File: src/rtl/hcsr04_scan_scheduler.sv
// Round-robin scheduler for up to eight HC-SR04 ultrasonic sensors.
// Only one sensor is fired at a time. Each echo pulse is timed, converted to
// millimetres and stored in that sensor's distance register.
module hcsr04_scan_scheduler #(
    parameter int N_SENSORS      = 4,
    parameter int TRIG_CYCLES    = 500,
    parameter int TIMEOUT_CYCLES = 4194303,
    parameter int GUARD_CYCLES   = 500000
) (
    input  logic                      clk,
    input  logic                      n_rst,
    input  logic                      enable,
    input  logic [N_SENSORS-1:0]      sensor_mask,
    input  logic [N_SENSORS-1:0]      echo_in,
    output logic [N_SENSORS-1:0]      trigger_out,
    output logic [12*N_SENSORS-1:0]   distance_flat,
    output logic                      sample_valid,
    output logic [2:0]                sample_idx,
    output logic                      sample_timeout,
    output logic                      busy
);

    typedef enum logic [2:0] {
        S_IDLE  = 3'd0,
        S_TRIG  = 3'd1,
        S_WAIT  = 3'd2,
        S_MEAS  = 3'd3,
        S_DONE  = 3'd4,
        S_GUARD = 3'd5
    } state_t;

    localparam logic [21:0] TRIG_LAST  = 22'(TRIG_CYCLES - 1);
    localparam logic [21:0] GUARD_LAST = 22'(GUARD_CYCLES - 1);
    localparam logic [21:0] TO_LAST    = 22'(TIMEOUT_CYCLES - 1);
    localparam logic [22:0] TO_LAST23  = 23'(TIMEOUT_CYCLES - 1);

    state_t                         r_state, w_next;
    logic [21:0]                    r_cnt;
    logic [21:0]                    r_wait_cnt;
    logic [2:0]                     r_cur_idx;
    logic                           r_started;
    logic [11:0]                    r_dist;
    logic                           r_to;
    logic [N_SENSORS-1:0]           r_echo_s1, r_echo_s2, r_echo_d;
    logic [N_SENSORS-1:0][11:0]     r_dist_q;
    logic                           r_valid;
    logic [2:0]                     r_idx;
    logic                           r_to_out;

    logic [7:0]                     w_mask8, w_s2_8, w_d8;
    logic                           w_rise, w_fall;
    logic [22:0]                    w_elapsed;
    logic                           w_meas_to;
    logic [2:0]                     w_base;
    logic [3:0]                     w_j;
    logic                           w_sel_found;
    logic [2:0]                     w_sel_idx;
    logic                           w_go;
    logic [31:0]                    w_prod;
    logic [13:0]                    w_dist14;
    logic [11:0]                    w_dist;

    // Pad per-sensor vectors to 8 bits so a 3-bit index is always in range.
    assign w_mask8 = 8'(sensor_mask);
    assign w_s2_8  = 8'(r_echo_s2);
    assign w_d8    = 8'(r_echo_d);

    // Edges of the selected sensor's synchronised echo. The edge flop tracks
    // the echo continuously, so an echo already high on WAIT entry never
    // shows a rise, and anything seen during TRIG is simply not looked at.
    assign w_rise = w_s2_8[r_cur_idx] & ~w_d8[r_cur_idx];
    assign w_fall = ~w_s2_8[r_cur_idx] & w_d8[r_cur_idx];

    // Total time since the trigger ended: saved WAIT time plus running MEAS time.
    assign w_elapsed = {1'b0, r_wait_cnt} + {1'b0, r_cnt};
    assign w_meas_to = (w_elapsed >= TO_LAST23);

    // Width-to-millimetre conversion: width * 891 / 2^18, saturating at 4095.
    assign w_prod   = {10'd0, r_cnt} * 32'd891;
    assign w_dist14 = w_prod[31:18];
    assign w_dist   = (|w_dist14[13:12]) ? 12'hFFF : w_dist14[11:0];

    // Scan can (re)start only with enable high and at least one sensor in the mask.
    assign w_go = enable & (|sensor_mask);

    // After reset the search starts just before sensor 0, so sensor 0 is tried first.
    assign w_base = r_started ? r_cur_idx : 3'(N_SENSORS - 1);

    // Next sensor: first mask bit strictly after the base, wrapping modulo N.
    always_comb begin
        w_sel_found = 1'b0;
        w_sel_idx   = 3'd0;
        w_j         = 4'd0;
        for (int k = 1; k <= N_SENSORS; k++) begin
            w_j = 4'((int'(w_base) + k) % N_SENSORS);
            if (!w_sel_found && w_mask8[w_j[2:0]]) begin
                w_sel_found = 1'b1;
                w_sel_idx   = w_j[2:0];
            end
        end
    end

    // FSM state register.
    always_ff @(posedge clk or negedge n_rst) begin
        if (!n_rst) r_state <= S_IDLE;
        else        r_state <= w_next;
    end

    // FSM next-state logic.
    always_comb begin
        w_next = r_state;
        case (r_state)
            S_IDLE:  if (w_go) w_next = S_TRIG;
            S_TRIG:  if (r_cnt == TRIG_LAST) w_next = S_WAIT;
            S_WAIT:  begin
                if (w_rise)                w_next = S_MEAS;
                else if (r_cnt == TO_LAST) w_next = S_DONE;
            end
            S_MEAS:  if (w_fall || w_meas_to) w_next = S_DONE;
            S_DONE:  w_next = S_GUARD;
            S_GUARD: if (r_cnt == GUARD_LAST) w_next = w_go ? S_TRIG : S_IDLE;
            default: w_next = S_IDLE;
        endcase
    end

    // Shared counter, cleared on every state change; WAIT time saved for MEAS.
    always_ff @(posedge clk or negedge n_rst) begin
        if (!n_rst) begin
            r_cnt      <= '0;
            r_wait_cnt <= '0;
        end else begin
            r_cnt <= (w_next != r_state) ? 22'd0 : r_cnt + 22'd1;
            if (r_state == S_WAIT && w_next == S_MEAS) r_wait_cnt <= r_cnt;
        end
    end

    // Sensor selection, made only when leaving IDLE or GUARD for TRIG.
    always_ff @(posedge clk or negedge n_rst) begin
        if (!n_rst) begin
            r_cur_idx <= '0;
            r_started <= 1'b0;
        end else if ((r_state == S_IDLE || r_state == S_GUARD) && w_next == S_TRIG) begin
            r_cur_idx <= w_sel_idx;
            r_started <= 1'b1;
        end
    end

    // Echo synchroniser (two flops) followed by the edge-detect flop.
    always_ff @(posedge clk or negedge n_rst) begin
        if (!n_rst) begin
            r_echo_s1 <= '0;
            r_echo_s2 <= '0;
            r_echo_d  <= '0;
        end else begin
            r_echo_s1 <= echo_in;
            r_echo_s2 <= r_echo_s1;
            r_echo_d  <= r_echo_s2;
        end
    end

    // Capture the finished sample's distance and timeout flag on the way to DONE.
    always_ff @(posedge clk or negedge n_rst) begin
        if (!n_rst) begin
            r_dist <= 12'hFFF;
            r_to   <= 1'b0;
        end else if (w_next == S_DONE) begin
            if (r_state == S_MEAS && w_fall) begin
                r_dist <= w_dist;
                r_to   <= 1'b0;
            end else begin
                r_dist <= 12'hFFF;
                r_to   <= 1'b1;
            end
        end
    end

    // DONE writes the distance register and raises the one-cycle sample strobe.
    always_ff @(posedge clk or negedge n_rst) begin
        if (!n_rst) begin
            r_dist_q <= {N_SENSORS{12'hFFF}};
            r_valid  <= 1'b0;
            r_idx    <= '0;
            r_to_out <= 1'b0;
        end else begin
            r_valid <= 1'b0;
            if (r_state == S_DONE) begin
                r_valid  <= 1'b1;
                r_idx    <= r_cur_idx;
                r_to_out <= r_to;
                for (int k = 0; k < N_SENSORS; k++)
                    if (r_cur_idx == 3'(k)) r_dist_q[k] <= r_dist;
            end
        end
    end

    // Trigger decoded from state so an async reset drops it immediately.
    always_comb begin
        trigger_out = '0;
        if (r_state == S_TRIG)
            for (int k = 0; k < N_SENSORS; k++)
                if (r_cur_idx == 3'(k)) trigger_out[k] = 1'b1;
    end

    assign distance_flat  = r_dist_q;
    assign sample_valid   = r_valid;
    assign sample_idx     = r_idx;
    assign sample_timeout = r_to_out;
    assign busy           = (r_state != S_IDLE);

endmodule

File: config.mk
export PLATFORM = sky130hd
export DESIGN_NAME = hcsr04_scan_scheduler
export DESIGN_NICKNAME = d
export VERILOG_FILES = /design/src/rtl/hcsr04_scan_scheduler.sv
export SDC_FILE = /design/constraint.sdc
export NUM_CORES = 1
export LEC_CHECK = 0
export BUFFER_PORTS_ARGS = -buffer_cell sky130_fd_sc_hd__buf_2
export CAP_MARGIN = 5
export CORE_ASPECT_RATIO = 1.2
export CORE_UTILIZATION = 38
export DETAILED_ROUTE_END_ITERATION = 10
export PLACE_DENSITY = 0.65
export SYNTH_ARGS = -nofsm -noshare
export SYNTH_HDL_FRONTEND = slang
export SYNTH_SLANG_ARGS = --single-unit
File: constraint.sdc
create_clock -name clk -period 6.79 [get_ports clk]
set_clock_uncertainty 0.15 [all_clocks]
set_input_delay 1.0185 -clock clk [delete_from_list [all_inputs] [get_ports clk]]
set_output_delay 1.0185 -clock clk [all_outputs]
set_load 0.005 [all_outputs]
==> results.ini <==
[drt]
ant_nets = 0
post-route-drc-count = 0
vias_per_cell = 5.140
dr.first_iter.drc_count = 368
vias = 8307
wire_per_inst_um = 15.56
drt_wl_total_um = 25150
dr.pass1.iters = 5

[cts]
ctsHoldBuffers = 0
cts_sinks = 127
htree_levels = 4
cts_buffers = 17
cts_tree = yes
clk_pin_slew_ns = 0.06
cts_setup_buffers = 0
clockBufferDepth = 2
clk_latency_ns = 0.42
root_buffer = clkbuf_16

[floorplanning]
ios = 69
row_count = 69
die_y_um = 194.1
initial_core_util_pct = 39.00
die_w_um = 162.1
fp.coreArea_um2 = 29960
die-area_um2 = 31460

[synthesis]
syn-num-nets = 1410
synth-seq-cells = 127
syn_area_per_cell_um2 = 10.20
synth_area_um2 = 11680
ys_seq_area_share_pct = 27.84
yosys_warnings = 0
synth_edf_count = 0
yosysTopAreaCell = fa_1
synthTopCellsByArea = fa_1 (19%), ha_1 (15%), dfrtp_1 (14%), dfstp_2 (13%), inv_1 (6.9%)
ys.flop_type = dfrtp_1
async_flop_share_pct = 100.0
synth_top_area_share_pct = 19.36
syn_inst = 1146
ys_types = 77

[place]
io_buffers = 67
gp_congestion = 0.8524
placed_cells = 1584
dp.final_hpwl_um = 20370

[setup_path]
critical_path_peak_fanout = 12
startpoint_type = flop
end_kind = flop
crit_arrival_ns = 6.56
path_class = flop to flop
required_ns = 6.98

[run_status]
outcome = completed

[final_layout]
num_antenna_cells = 0
drive_above_1_share_pct = 19.74
nFillCells = 2800
final_cells = 1616
final_util_pct = 43.50
area_growth_pct = 11.52
regArea_um2 = 3253
most-common-layout-cells = inv_1 (214), ha_1 (140), fa_1 (113)
nets = 1477
final_common_cell = inv_1
multi_input_area_um2 = 7488

[worst_hold_path]
holdCritPathClass = flop to flop

[sta]
finalHoldViolCount = 0
finalSetupViolCount = 0
finalCritPeriodShare_pct = 93.73
fmax_mhz = 157.1
relSlewSlack_pct = 19.02
rsz0062_at_grt = false
min_period_ns = 6.364
worst_pin_slew_ns = 1.208
drv_slew = 0
tns_ns = 0
fin_hold_ws_ns = 0.1953

[pwr]
power_density_nw_per_um2 = 128.3
leakage_nw = 6.478
max-vdd-ir-drop_mv = 0.1623

[flow_run]
max_cap_violations = 0

[global_route]
grt_use_total_pct = 17.30
grt_pass1_vias = 8544
gr-total-overflow = 0
grt_antenna_before_repair = 0
grt_max_degree = 74
grt_pass1_wl_um = 43550

-- Yosys cell counts, drive strengths merged, types with 14 or more instances --
| cell type | n |
|---|---|
| o21ai | 50 |
| mux2 | 55 |
| nor3 | 15 |
| dfstp | 60 |
| nand4 | 14 |
| nand3 | 26 |
| xnor2 | 32 |
| inv | 214 |
| ha | 140 |
| a21oi | 37 |
| clkbuf | 25 |
| fa | 113 |
| dfrtp | 67 |
| nand2 | 71 |
| nor2 | 60 |
-- final cells by class --
class | count | area share [%]
multi-input cells | 772 | 57.47
flip-flops and latches | 127 | 24.97
inverters | 214 | 6.165
well taps | 390 | 3.745
clock buffers | 20 | 3.505
repair buffers | 81 | 3.399
clock inverters | 12 | 0.7490
-- power breakdown --
part	switching, W	leakage, nW	internal (W)
Clock	0.000365	0.275	0.000495
Sequential	0.00000517	1.51	0.000764
Combinational	0.0000285	4.70	0.0000138
-- what timing repair did --
| action | in CTS | in global routing |
|---|---|---|
| endpoints found under the hold margin | 0 | 0 |
| setup endpoints to repair | 0 | 7 |
| resized for setup | 0 | 1 |
-- through the flow --
| stage | total power (W) | cell area (um2) | setup slack [ns] |
|---|---|---|---|
| 6_report | 0.001672 | 13030 | 0.4256 |
| 2_1_floorplan | 0.0007995 | 11680 | 0.9276 |
| 3_3_place_gp | 0.0008228 | 12470 | 0.4195 |
| 5_1_grt | 0.001727 | 13030 | 0.02743 |
| 3_5_place_dp | 0.0008240 | 12470 | 0.4020 |
| 4_1_cts | 0.001689 | 13020 | 0.3617 |
-- metal layers --
layer	share of wire, %	up-vias	GRT usage [%]	routed length, um
li1	-	3980	-	-
met1	45	4112	22.82	11250
met2	50	184	29.04	12480
met3	3.3	31	2.567	821
met4	2.4	0	5.381	598
met5	0	-	0	0
-- worst max-delay path: stages, from the launching register on --
cell and delay, ns:
dfrtp_1 0.58, fa_1 0.59, inv_1 0.05, fa_1 0.48, inv_1 0.06, fa_1 0.54, inv_1 0.06, fa_1 0.51
fa_1 0.52, inv_1 0.04, ha_1 0.29, a21oi_1 0.17, o21bai_1 0.09, a2111oi_0 0.41, nor3b_1 0.11, buf_4 0.17
a31o_2 0.27, a221o_1 0.34, xnor2_1 0.15, nand2_1 0.27, o32a_1 0.42
-- flip-flops by register name, summed over array words and instances, names as in the netlist --
register / flops
r_echo_s1: 4
distance_flat: 48
r_echo_d: 4
r_cnt: 22
sample_idx: 2
r_state: 3
r_started: 1
sample_valid: 1
r_cur_idx: 2
r_echo_s2: 4
r_dist: 12
r_to: 1
r_wait_cnt: 22
sample_timeout: 1
-- cell families (layout without fill, tap and decap cells) --
logic type	count (synthesis)	after routing	synth area share, %
AO/OA/AOI/OAI	182	182	10.86
flip-flops	127	127	27.84
adder cells (fa/ha/maj)	253	253	34.35
multiplexers	61	61	6.029
other	1	1	0.03210
AND/OR/NAND/NOR	233	233	9.563
XOR/XNOR	42	42	3.148
buffers and inverters	247	327	8.171
-- worst paths after layout --
path                              start           end  slack, ns  cells past startpoint
max                            r_cnt[5]     r_dist[2]       0.43                     20
min                        r_echo_s1[0]  r_echo_s2[0]       0.20                      0
max reg2reg                    r_cnt[5]     r_dist[2]       0.43                     20
min reg2reg                r_echo_s1[0]  r_echo_s2[0]       0.20                      0
max in group asynchronous         n_rst  r_echo_s1[3]       4.65                      2
min in group asynchronous         n_rst  r_echo_s2[1]       0.50                      1
No activity file was read; power rests on OpenSTA's default activity.
